**config.mk**
```make
export PLATFORM = sky130hd
export DESIGN_NAME = tff_toggle_decoder
export DESIGN_NICKNAME = d
export VERILOG_FILES = /design/src/rtl/tff_pkg.sv /design/src/rtl/tff_diff.sv /design/src/rtl/tff_toggle_decoder.sv
export SDC_FILE = /design/constraint.sdc
export NUM_CORES = 1
export LEC_CHECK = 0
export ABC_AREA = 1
export CAP_MARGIN = 20
export CORE_MARGIN = 4
export CORE_UTILIZATION = 55
export DETAILED_ROUTE_END_ITERATION = 16
export PLACE_DENSITY = 0.82
export SLEW_MARGIN = 25
export SYNTH_ARGS = -nofsm -noshare
export SYNTH_HDL_FRONTEND = slang
export SYNTH_HIERARCHICAL = 1
export SYNTH_SLANG_ARGS = --single-unit
```
**constraint.sdc**
```tcl
create_clock -name clk -period 3.01 [get_ports clk]
set_clock_uncertainty 0.05 [all_clocks]
set_input_delay 0.903 -clock clk [delete_from_list [all_inputs] [get_ports clk]]
set_output_delay 0.903 -clock clk [all_outputs]
set_load 0.01 [all_outputs]
```
**src/rtl/tff_pkg.sv**
```systemverilog
// Shared types and helpers for the T flip-flop toggle path.
package tff_pkg;

    localparam int TFF_WORD_W_DEFAULT = 8;

    typedef enum logic {
        OB_EMPTY = 1'b0,
        OB_FULL  = 1'b1
    } ob_state_t;

    // Counter width that never collapses to zero bits.
    function automatic int cnt_w(input int w);
        return (w > 2) ? $clog2(w) : 1;
    endfunction

endpackage

```
**src/rtl/tff_diff.sv**
```systemverilog
// Inverse of a T flip-flop: recovers the toggle bit as q xor previous q.
module tff_diff (
    input  logic clk,
    input  logic reset,
    input  logic clr,
    input  logic en,
    input  logic q,
    output logic t_bit
);

    logic prev_q;

    always_ff @(posedge clk or posedge reset) begin
        if (reset) begin
            prev_q <= 1'b0;
        end else if (clr) begin
            prev_q <= 1'b0;
        end else if (en) begin
            prev_q <= q;
        end
    end

    assign t_bit = q ^ prev_q;

endmodule

```
**src/rtl/tff_toggle_decoder.sv**
```systemverilog
// Recovers T bits from a serial Q stream, packs them LSB-first into words,
// and presents each word through a one-entry valid/ready output register.
//   state    | meaning
//   OB_EMPTY | output register holds no unconsumed word
//   OB_FULL  | t_word is valid and waiting for t_ready
module tff_toggle_decoder
    import tff_pkg::*;
#(
    parameter int WIDTH = TFF_WORD_W_DEFAULT
) (
    input  logic                      clk,
    input  logic                      reset,
    input  logic                      q_in,
    input  logic                      q_valid,
    input  logic                      sync_clr,
    output logic [WIDTH-1:0]          t_word,
    output logic                      t_valid,
    input  logic                      t_ready,
    output logic [cnt_w(WIDTH)-1:0]   bit_cnt,
    output logic                      overflow
);

    localparam int CW = cnt_w(WIDTH);
    localparam logic [CW-1:0] LAST_IDX = CW'(WIDTH - 1);

    ob_state_t        state_q, state_d;
    logic             t_bit;
    logic             accept;
    logic             word_done;
    logic             out_free;
    logic             load;
    logic [WIDTH-1:0] shreg;
    logic [WIDTH-1:0] word_next;

    tff_diff u_diff (
        .clk   (clk),
        .reset (reset),
        .clr   (sync_clr),
        .en    (q_valid),
        .q     (q_in),
        .t_bit (t_bit)
    );

    // sync_clr wins over a same-cycle valid bit; that bit is discarded.
    assign accept    = q_valid & ~sync_clr;
    assign word_done = accept & (bit_cnt == LAST_IDX);
    assign out_free  = (state_q == OB_EMPTY) | t_ready;
    assign load      = word_done & out_free;

    always_comb begin
        word_next          = shreg;
        word_next[bit_cnt] = t_bit;
    end

    always_ff @(posedge clk or posedge reset) begin
        if (reset) begin
            shreg   <= '0;
            bit_cnt <= '0;
        end else if (sync_clr) begin
            shreg   <= '0;
            bit_cnt <= '0;
        end else if (accept) begin
            if (word_done) begin
                shreg   <= '0;
                bit_cnt <= '0;
            end else begin
                shreg   <= word_next;
                bit_cnt <= bit_cnt + CW'(1);
            end
        end
    end

    always_ff @(posedge clk or posedge reset) begin
        if (reset) begin
            overflow <= 1'b0;
        end else if (sync_clr) begin
            overflow <= 1'b0;
        end else if (word_done && !out_free) begin
            overflow <= 1'b1;
        end
    end

    always_ff @(posedge clk or posedge reset) begin
        if (reset) begin
            state_q <= OB_EMPTY;
            t_word  <= '0;
        end else begin
            state_q <= state_d;
            if (load) begin
                t_word <= word_next;
            end
        end
    end

    always_comb begin
        state_d = state_q;
        t_valid = 1'b0;
        case (state_q)
            OB_EMPTY: begin
                if (load) begin
                    state_d = OB_FULL;
                end
            end
            OB_FULL: begin
                t_valid = 1'b1;
                if (t_ready && !load) begin
                    state_d = OB_EMPTY;
                end
            end
            default: state_d = OB_EMPTY;
        endcase
    end

endmodule

```
==> results.json <==
{
  "outcome": "finished, final reports clean",
  "gpl.final_weighted_congestion": 0.8292,
  "synth_area_mm2": 0.001112,
  "fmax_ghz": 0.4057,
  "r2r-start": "bit_cnt[1]",
  "num_io_pins": 19,
  "cts_inserted_buffers": 3,
  "syn2layout_area_growth_pct": 19.91,
  "synth_compound_gate_area_share_pct": 1.800,
  "hold_buffers": 0,
  "grt_overflow": 0,
  "synth_top_family_by_area": "simple AND/OR/NAND/NOR gates",
  "viasPerCell": 5.203,
  "cts_max_level": 1,
  "async_flop_share_pct": 100.0,
  "grt.total_usage_pct": 18.85,
  "dp_hpwl_um": 1762,
  "worst_setup_path_start_kind": "flop",
  "cp_top_family": "buffers and inverters",
  "crit_required_ns": 2.06,
  "drtIter0Drc": 45,
  "slowest_stage": "clkdlybuf4s50_1",
  "netlist.area_leader.share_pct": 49.49,
  "grt_pass1_wl_um": 3870,
  "synth_top_area_cell": "dfrtp_1",
  "synthMuxAreaShare_pct": 0,
  "worst_slew_pin_slew_ns": 0.7564,
  "worst_ir_drop_vdd_mv": 0.3261,
  "hold_path.class": "reg2reg",
  "min-delay-start": "t_word[0]",
  "fp.dieArea_mm2": 0.002806,
  "antenna_found_initial": 0,
  "synth_cell_type_count": 15,
  "fillCellCount": 175,
  "p_leak_nw": 0.6981,
  "synth_cells": 142,
  "die_w_um": 52.97,
  "period_share_pct": 81.89,
  "dr.pass1.iters": 4,
  "slowest_delay_ns": 0.62,
  "synthSimpleGateAreaFrac_pct": 38.92,
  "fin_cells": 187,
  "portBuffers": 18,
  "cts_sinks": 22,
  "syn_nets": 150,
  "cp.buffers_inverters": 1,
  "initial_utilization_pct": 57.28,
  "finalSetupTns_ns": 0,
  "synth-seq-area-share_pct": 49.49,
  "wl_per_cell_um": 12.10,
  "period_minus_slack_ns": 2.465,
  "cts_max_path_buffers": 2,
  "ant_nets": 0,
  "core-area_mm2": 0.001942,
  "synth_enable_flop_cells": 0,
  "die_h_um": 52.97,
  "layout-drive-gt1-share_pct": 9.375,
  "cp_cell_sequence": "clkdlybuf4s50_1",
  "place_inst": 184,
  "crit_fanout": 12,
  "synth_common_cells": "nand2_1, dfrtp_1, nand3_1",
  "cts_tree": "done",
  "nets": 170,
  "cts_root_buf": "clkbuf_4",
  "drv_cap": 0,
  "netlist_top_cells_area": "dfrtp_1, nand2_1, nand3_1",
  "num_antenna_cells": 0,
  "yosysMostFrequentCell": "nand2_1",
  "endpoint_kind": "output pin",
  "synth_adder_area_share_pct": 2.250,
  "grt_max_degree": 22,
  "crit_start": "bit_cnt[1]",
  "path_class": "reg2out",
  "hold_violations": 0,
  "rsz0062_at_grt": "no",
  "syn-mean-instance-area_um2": 7.833,
  "post_cts_buffers": 0,
  "first_global_vias": 920,
  "ys_warn_count": 6,
  "drt_wl_total_um": 2263,
  "clkTransAtPathRegs_ns": 0.10,
  "crit_arrival_ns": 1.51,
  "setup_violations": 0,
  "via_count": 973,
  "clk_latency_ns": 0.29,
  "maxSlewViolCount": 0,
  "relSlewSlack_pct": 49.52,
  "drc": 0,
  "cts.repair.resized": 0,
  "power_density_mw_per_mm2": 369.5,
  "row_count": 16,
  "ys_seq_elements": 22,
  "synth_xor_xnor_area_share_pct": 0.7874,
  "synth-main-ff-cell": "dfrtp_1"
}
==> worst paths after layout <==
path                                       to  slack, ns  cells past startpoint
worst max-delay path               bit_cnt[1]       0.54                      1
worst min-delay path                t_word[0]       0.44                      2
worst max register to register      t_word[6]       1.25                      7
worst min register to register      t_word[0]       0.44                      2
max in group asynchronous            shreg[1]       1.42                      2
min in group asynchronous       u_diff/prev_q       0.71                      2
==> per-stage QoR <==
step | util [%] | hold WS, ns | instance area (um2) | power, mW | setup WS, ns
finish | 68.69 | 0.4395 | 1334 | 0.4928 | 0.5450
global route | 68.69 | 0.4726 | 1334 | 0.5248 | 0.4601
CTS | 68.69 | 0.4434 | 1334 | 0.5012 | 0.5336
detailed placement | 67.53 | 0.4159 | 1311 | 0.3767 | 0.7075
global placement | 67.53 | 0.4037 | 1311 | 0.3745 | 0.7426
floorplan | - | 0.3991 | 1112 | 0.3535 | 1.379
==> where the power goes <==
group | switching [mW] | total, mW | internal, mW
Combinational | 0.0378 | 0.0590 | 0.0213
Sequential | 0.0107 | 0.312 | 0.302
Clock | 0.0748 | 0.121 | 0.0466
==> cells in the final DEF (no fill, tap or decap) <==
master / instances
dfrtp_1: 22
nand4_1: 4
nor2_1: 3
nor2_4: 1
inv_1: 10
nand3_1: 20
ha_1: 2
clkbuf_4: 3
nand2_1: 61
nand3_4: 1
nor2_8: 1
xor2_1: 1
o21ai_0: 4
nor2_2: 3
clkdlybuf4s50_1: 18
inv_2: 6
==> logic make-up after synthesis <==
family                     Yosys count
and+or+nand+nor                     94
DFF                                 22
buffers and inverters               19
AOI/OAI and AO/OA                    4
adders and majority gates            2
xor gates and xnor gates             1
==> flip-flops by register name (all words and copies together) (netlist names) <==
register and flops:
t_word 8, overflow 1, state_q 1, shreg 8
u_diff/prev_q 1, bit_cnt 3
==> routing by layer <==
metal | GRT usage [%] | vias up | wire length (um)
met5 | 0 | - | 0
li1 | - | 485 | -
met1 | 22.32 | 446 | 958
met3 | 6.479 | 4 | 146
met2 | 33.06 | 38 | 1141
met4 | 3.404 | 0 | 17
==> layout make-up <==
type	instances	area, um2	area share [%]
Clock buffer	3	22.52	1.689
Inverter	16	60.06	4.503
Multi-Input combinational cell	101	486.7	36.49
Sequential cell	22	550.5	41.28
Tap cell	27	33.78	2.533
Timing Repair Buffer	18	180.2	13.51
Note: power is estimated with default switching activity, not from simulation.
